`config.mk`:
```
export PLATFORM = sky130hd
export DESIGN_NAME = prod_accumulator
export DESIGN_NICKNAME = d
export VERILOG_FILES = /design/src/rtl/prod_accumulator.sv
export SDC_FILE = /design/constraint.sdc
export NUM_CORES = 1
export LEC_CHECK = 0
export ABC_AREA = 1
export CORE_ASPECT_RATIO = 0.8
export CORE_MARGIN = 2
export CORE_UTILIZATION = 51
export CTS_BUF_LIST = sky130_fd_sc_hd__clkbuf_2 sky130_fd_sc_hd__clkbuf_4 sky130_fd_sc_hd__clkbuf_8
export CTS_CLUSTER_DIAMETER = 150
export DETAILED_ROUTE_END_ITERATION = 6
export GPL_ROUTABILITY_DRIVEN = 0
export PLACE_DENSITY = 0.86
export SLEW_MARGIN = 20
export SYNTH_ARGS = -nofsm -noshare
export SYNTH_HDL_FRONTEND = slang
export SYNTH_SLANG_ARGS = --single-unit
```
`constraint.sdc`:
```
create_clock -name clk -period 4.5 [get_ports clk]
set_input_delay 0.9 -clock clk [delete_from_list [all_inputs] [get_ports clk]]
set_output_delay 0.9 -clock clk [all_outputs]
set_load 0.01 [all_outputs]
```
`src/rtl/prod_accumulator.sv`:
```
// prod_accumulator: sums groups of N_TERMS unsigned 6-bit products and
// presents each group sum with a sticky overflow flag on a valid/ready output.
module prod_accumulator #(
    parameter int N_TERMS = 4,
    parameter int ACC_W   = 8
) (
    input  logic             clk,
    input  logic             rst,
    input  logic             clear,
    input  logic             in_valid,
    output logic             in_ready,
    input  logic [5:0]       prod,
    output logic             out_valid,
    input  logic             out_ready,
    output logic [ACC_W-1:0] sum,
    output logic             overflow,
    output logic [3:0]       count
);

    localparam int SUM_W = ACC_W + 1;

    typedef enum logic {
        ACCUM = 1'b0,
        HOLD  = 1'b1
    } state_t;

    state_t           state;
    state_t           state_nx;
    logic             accept;
    logic             handshake;
    logic             last_term;
    logic [SUM_W-1:0] add_full;

    assign accept    = in_valid && (state == ACCUM);
    assign handshake = out_ready && (state == HOLD);
    assign last_term = (count == 4'(N_TERMS - 1));
    assign add_full  = {1'b0, sum} + SUM_W'(prod);

    // State register
    always_ff @(posedge clk or posedge rst) begin
        if (rst) begin
            state <= ACCUM;
        end else begin
            state <= state_nx;
        end
    end

    // Next-state decode; clear overrides both accept and handshake
    always_comb begin
        state_nx = state;
        if (clear) begin
            state_nx = ACCUM;
        end else begin
            case (state)
                ACCUM: if (accept && last_term) state_nx = HOLD;
                HOLD:  if (handshake)           state_nx = ACCUM;
                default:                        state_nx = ACCUM;
            endcase
        end
    end

    // Handshake outputs decoded purely from the state register
    always_comb begin
        in_ready  = 1'b0;
        out_valid = 1'b0;
        case (state)
            ACCUM:   in_ready  = 1'b1;
            HOLD:    out_valid = 1'b1;
            default: in_ready  = 1'b1;
        endcase
    end

    // Accumulator, sticky carry flag and term counter
    always_ff @(posedge clk or posedge rst) begin
        if (rst) begin
            sum      <= '0;
            overflow <= 1'b0;
            count    <= '0;
        end else if (clear) begin
            sum      <= '0;
            overflow <= 1'b0;
            count    <= '0;
        end else if (accept) begin
            sum      <= add_full[ACC_W-1:0];
            overflow <= overflow | add_full[ACC_W];
            count    <= count + 4'd1;
        end else if (handshake) begin
            sum      <= '0;
            overflow <= 1'b0;
            count    <= '0;
        end
    end

endmodule

```
* After elaboration in Yosys (flattened, before gate mapping)
Cells that the tools add are included.
** Storage, ports and cells
- Register bits after elaboration :: 14
- Output and inout port bits :: 15
- Word-level logic and storage cells :: 28
** Operators by class
- $add $sub $neg :: 2
- Equality and inequality tests :: 1
- Multiplexer cells :: 15
- Bitwise operators :: 2
- Reductions and logical operators :: 4
** Operators by type and width (number)
- $mux W8 :: 3
- $mux W4 :: 3
- $add A8 B6 Y9 :: 1
- $mux W1 :: 8
- $add A4 B1 Y4 const B :: 1
- $eq A4 B2 Y1 const B :: 1
- $logic_and A1 B1 Y1 :: 3
- $reduce_bool A3 Y1 :: 1
- $pmux W1 S2 :: 1
- $not A1 Y1 :: 1
- $or A1 B1 Y1 :: 1

* Depth between registers and ports, before layout
Gate-level depths: netlist (run 1).
- Word-level depth :: 6
- Depth in mapped cells :: 9
- Mapped depth without buffers :: 9

* Worst setup path after synthesis (run 1)
Ideal clock, no wire load.
- Kind :: input to register
- From :: input prod[0]
- To :: register sum[6]
- Arrival :: 1917 ps
- Setup slack :: 2466 ps
- Stages on the path :: 8
- Path buffers :: 0
- Path through :: ha_1 > fa_1 > nand2_1 > nand2_1 > nand3b_1 > nand3b_1 > nand3_1 > nand2_1
** On the way
- Longest elaborated chain between the ends :: 3
** Ends and longest elaborated chain
- start, declared :: line 12 : input logic [5:0] prod,
- $add A8 B6 Y9 :: line 37 : assign add_full = {1'b0, sum} + SUM_W'(prod);
- $mux W8 :: line 83 : end else if (accept) begin
- $mux W8 :: line 79 : end else if (clear) begin
- end signal, assigned :: line 84 : sum <= add_full[ACC_W-1:0];
- end, declared :: line 15 : output logic [ACC_W-1:0] sum,
Every way passes these cells.
A chain may end at the register's enable or synchronous reset.

* Final worst setup path (run 1)
Ends and elaborated chain as after synthesis.

==> results of run 1 <==
==> worst max path at each step <==
stage	endpoint	slack (ns)	cells past startpoint
2_1_floorplan	sum[6]$_DFFE_PP0P_	2.47	8
3_3_place_gp	sum[6]$_DFFE_PP0P_	2.01	9
3_5_place_dp	sum[6]$_DFFE_PP0P_	1.91	9
4_1_cts	sum[6]$_DFFE_PP0P_	2.22	10
5_1_grt	sum[6]$_DFFE_PP0P_	2.10	10
6_report	sum[6]$_DFFE_PP0P_	2.20	10
==> cell type report <==
class	count	area, µm²
well taps	22	27.5
fillers	129	423
multi-input cells	80	458
flip-flops and latches	14	350
inverters	13	48.8
clock buffers	4	36.3
repair buffers	25	250
==> state kept, by name (all words and copies together) (netlist names) <==
register  count
sum           8
count         4
overflow      1
state         1
==> cell usage in the layout (no fill, tap or decap) <==
| master | n |
|---|---|
| inv_2 | 3 |
| clkdlybuf4s50_1 | 25 |
| a21oi_1 | 5 |
| a22o_1 | 3 |
| nand3_1 | 7 |
| nand2_2 | 2 |
| a21boi_0 | 1 |
| clkbuf_4 | 3 |
| nand4_1 | 1 |
| nor2_4 | 1 |
| clkbuf_8 | 1 |
| inv_1 | 10 |
| or2_1 | 1 |
| nand2_1 | 32 |
| dfrtp_1 | 14 |
| nand3b_1 | 3 |
| fa_1 | 1 |
| ha_1 | 7 |
| a21oi_2 | 1 |
| o21ai_1 | 5 |
| nor2_1 | 9 |
| mux2i_1 | 1 |
==> stage by stage <==
step           power, mW  setup WS (ns)  hold slack [ns]  instances  cell area (µm²)
2_1_floorplan      0.195           2.47            0.525        107              857
3_3_place_gp       0.232           2.01            0.490        154             1130
3_5_place_dp       0.235           1.91            0.494        154             1130
4_1_cts            0.330           2.22            0.519        158             1170
5_1_grt            0.346           2.10            0.550        158             1170
6_report           0.329           2.20            0.513        158             1170
==> layer usage <==
| layer | wire [µm] | vias to the layer above |
|---|---|---|
| li1 | - | 412 |
| met1 | 905 | 368 |
| met2 | 885 | 29 |
| met3 | 105 | 6 |
| met4 | 65 | 0 |
| met5 | 0 | - |
==> power by group through the flow <==
stage                     Sequential [mW]  Clock [mW]  Combinational, mW
after floorplan                     0.148           0             0.0466
after global placement              0.145           0             0.0866
after detailed placement            0.146           0             0.0892
after CTS                           0.143      0.0971             0.0901
after global routing                0.145       0.102             0.0985
final                               0.143      0.0958             0.0904
==> worst max-delay path, stage by stage <==
cell and delay [ns]:
clkdlybuf4s50_1 0.42, ha_1 0.24, fa_1 0.40, nand2_1 0.10
nand2_1 0.09, nand3b_1 0.11, nand2_1 0.06, nand2_1 0.08
nand3_1 0.08, nand2_1 0.06
==> cell families after synthesis <==
group,Yosys count
DFF,14
AOI/OAI and AO/OA,15
muxes,1
adders and majority gates,8
buffers and inverters,13
and+or+nand+nor,56
==> flow_summary.yaml, run 1 <==
run_status:
  status: "finished, final reports clean"
pwr:
  seqPwrFrac: 0.435
  p_leak_nw: 0.588
  p_int_uw: 228
  clkPwrFrac: 0.291
  p_switching_uw: 101
  peakVddDrop_v: 0.000291
  power-per-cell-area_nw_per_um2: 281
  swShare: 0.307
  power_frac_comb: 0.274
floorplan:
  die_height_um: 40.7
  die_width_um: 49.8
  pin_count: 26
  core_um2: 1590
  start_util: 0.538
  row_count: 13
  die-area_um2: 2030
synth:
  syn_area_per_cell_um2: 8.01
  synth_edf_count: 0
  synth_ff_type: "dfrtp_1"
  synthArstFlopShare: 1.00
  synth_cells: 107
  yosys.area_share.adder: 0.126
  syn_nets: 126
  ys_ff_latch: 14
  synth_area_leaders: "dfrtp_1 (41%), nand2_1 (14%), ha_1 (10%)"
  synth_area_um2: 857
  synth-xor-area-share: 0
  seq_area_frac_synth: 0.409
  synth_top_area_frac: 0.409
  synth_top_family_by_area: "simple AND/OR/NAND/NOR gates"
  synthDistinctLibCells: 19
  synth_most_common_cell: "nand2_1"
  muxShareOfSynthArea: 0.0117
  synth_simple_gate_area_frac: 0.289
  yosysWarnings: 0
  synth_compound_area_frac: 0.108
  netlist_top_cells_count: "nand2_1 (32), dfrtp_1 (14), inv_1 (10), nor2_1 (9)"
  synth_area_leader_cell: "dfrtp_1"
timing:
  worst_pin_slew_ns: 0.558
  maxSlewViolCount: 0
  setup_viol: 0
  tns_ns: 0
  rsz0062_at_grt: "no"
  fin_worst_skew_ns: 0.0176
  max_freq_mhz: 434
  period_needed_ns: 2.30
  final_hold_viol_count: 0
  relSlewSlack: 0.628
  period_share: 0.512
clocking:
  cts_setup_buffers: 0
  tritoncts: "built"
  cts-root-buf: "clkbuf_4"
  cts_inserted_buffers: 3
  clock_path_buffers: 2
  cts.sinks: 14
  cts_max_level: 1
  cts_hold_buf: 0
  path_clk_slew_ns: 0.10
  cts_resized: 0
  clkLatencyLatePin_ns: 0.30
drt:
  drtAntennaViolNets: 0
  viasPerCell: 5.16
  first_pass_iters: 4
  routed_wl_mm: 1.96
  wl_per_cell_um: 12.4
  vias: 815
  post-route-drc-count: 0
  drt_iter0_drc: 31
global_route:
  grt-ovfl-total: 0
  grt_usage: 0.228
  met1_usage: 0.283
  busiest_layer: "met2"
  grtUsageMet3: 0.0657
  grt_pass1_vias: 741
  grt_pass1_wl_mm: 3.19
  antenna_found_initial: 0
  use_met2: 0.370
  grt_max_degree: 15
cells_and_area:
  area_delta_synth_final_pct: 36.6
  drive_above_1_share: 0.0809
  diodes: 0
  nets: 156
  postLayoutCoreUtil: 0.735
critical_path:
  cp_max_fo: 3
  crit_start: "prod[0]"
  end_kind: "flip-flop"
  critPathKind: "primary input to flip-flop"
  crit_required_ns: 4.75
  worstRegToRegCells: 9
  cp-start-kind: "primary input"
  r2r_slack_ns: 2.85
  crit_arrival_ns: 2.55
  r2r-end: "sum[6]$_DFFE_PP0P_"
  r2r_start: "sum[0]$_DFFE_PP0P_"
place:
  hpwl_mm: 1.53
  port_buffers: 25
worst_hold_path:
  holdPathEnd: "overflow$_DFFE_PP0P_"
  hold_start: "overflow$_DFFE_PP0P_"
  hp-class: "flip-flop to flip-flop"
  holdPathStages: 2
job:
  maxCapViolations: 0
Note: power is estimated with default switching activity, not from simulation.
==> run 2, diff against run 1 <==
Settings changed: CORE_UTILIZATION 51 to 43, PLACE_DENSITY 0.86 to 0.77.
Clock period 4.5 ns to 1.9 ns, I/O delays scaled along.
==> flow_summary.yaml, run 2 (synthesis results as in run 1) <==
clocking:
  cts_max_level: 1
  tritoncts: "built"
  cts_hold_buf: 0
  cts_resized: 0
  cts_setup_buffers: 0
  clock_path_buffers: 2
  path_clk_slew_ns: 0.09
  clkLatencyLatePin_ns: 0.29
  cts.sinks: 14
  cts_inserted_buffers: 3
  cts-root-buf: "clkbuf_4"
timing:
  worst_pin_slew_ns: 0.559
  setup_viol: 0
  period_needed_ns: 1.74
  final_hold_viol_count: 0
  max_freq_mhz: 575
  relSlewSlack: 0.627
  period_share: 0.916
  maxSlewViolCount: 0
  whs_ns: 0.435
  rsz0062_at_grt: "no"
  fin_worst_skew_ns: 0.0110
  layout_setup_ws_ns: 0.161
  tns_ns: 0
place:
  hpwl_mm: 1.36
  place_ws_ns: -0.130
  port_buffers: 25
  placedInstanceArea_um2: 1140
critical_path:
  end_kind: "flip-flop"
  critPathKind: "primary input to flip-flop"
  crit_required_ns: 2.14
  crit_arrival_ns: 1.98
  cp-start-kind: "primary input"
  r2r_start: "sum[0]$_DFFE_PP0P_"
  r2r_slack_ns: 0.27
  worstRegToRegCells: 9
  cp_max_fo: 3
  r2r-end: "sum[6]$_DFFE_PP0P_"
cells_and_area:
  final_cell_area_um2: 1170
  nFillCells: 173
  diodes: 0
  nets: 156
  regMostFlops: "sum"
  largest_reg_flops: 8
  multi_input_area_um2: 458
  drive_above_1_share: 0.0809
  final_cell_mix: "nand2_1 (32), clkdlybuf4s50_1 (25), dfrtp_1 (14)"
  regArea_um2: 350
  final_common_cell: "nand2_1"
  reg_top3: "sum (8), count (4)"
  area_delta_synth_final_pct: 36.9
floorplan:
  pin_count: 26
  die-area_um2: 2370
  row_count: 14
  die_width_um: 53.9
  die_height_um: 43.9
  core_um2: 1870
  start_util: 0.457
global_route:
  grtUsageMet3: 0.0621
  grt_usage: 0.187
  antenna_found_initial: 0
  met1_usage: 0.248
  use_met2: 0.283
  busiest_layer: "met2"
  grt_max_degree: 15
  grt_pass1_vias: 758
  grt-ovfl-total: 0
  grt_pass1_wl_mm: 3.15
run_status:
  status: "finished, final reports clean"
drt:
  post-route-drc-count: 0
  viasPerCell: 5.06
  first_pass_iters: 4
  drt_iter0_drc: 7
  drtAntennaViolNets: 0
  routed_wl_mm: 1.88
  wl_per_cell_um: 11.7
  vias: 810
pwr:
  p_leak_nw: 0.588
  p_total_uw: 771
  peakVddDrop_v: 0.000565
  power-per-cell-area_nw_per_um2: 657
worst_hold_path:
  hp-class: "primary input to asynchronous set/reset pin"
job:
  maxCapViolations: 0
-- run 2: power by group --
part / total, mW / switching (mW) / internal (mW)
clock network: 0.221 / 0.104 / 0.117
registers: 0.339 / 0.0206 / 0.318
logic: 0.212 / 0.107 / 0.104
total: 0.771 / 0.232 / 0.539
-- run 2: worst max-delay path: stages --
cell	delay (ns)
clkdlybuf4s50_1	0.40
ha_1	0.24
fa_1	0.38
nand2_1	0.10
nand2_1	0.09
nand3b_1	0.11
nand2_1	0.06
nand2_1	0.08
nand3_1	0.07
nand2_1	0.06
-- run 2: area by class of cell --
type | count | share of cell area
clock buffers | 4 | 0.0309
inverters | 13 | 0.0416
multi-input cells | 80 | 0.390
well taps | 24 | 0.0256
flip-flops and latches | 14 | 0.299
repair buffers | 25 | 0.213
-- run 2: how the worst max path moves through the flow --
stage,cells past startpoint,end,start
after floorplan,8,sum[6]$_DFFE_PP0P_,sum[0]$_DFFE_PP0P_
after global placement,9,sum[6]$_DFFE_PP0P_,prod[0]
after global routing,10,sum[6]$_DFFE_PP0P_,prod[0]
after CTS,10,sum[6]$_DFFE_PP0P_,prod[0]
after detailed placement,9,sum[6]$_DFFE_PP0P_,prod[0]
final,10,sum[6]$_DFFE_PP0P_,prod[0]
-- run 2: metrics by stage --
stage / util / cells
after floorplan: - / 107
after global placement: 0.607 / 156
after detailed placement: 0.607 / 156
after CTS: 0.626 / 160
after global routing: 0.626 / 160
final: 0.626 / 160
-- run 2: layer usage --
layer,up-vias,share of wire
met5,-,0
met4,0,0.013
met3,6,0.091
met2,44,0.42
met1,354,0.47
li1,406,-
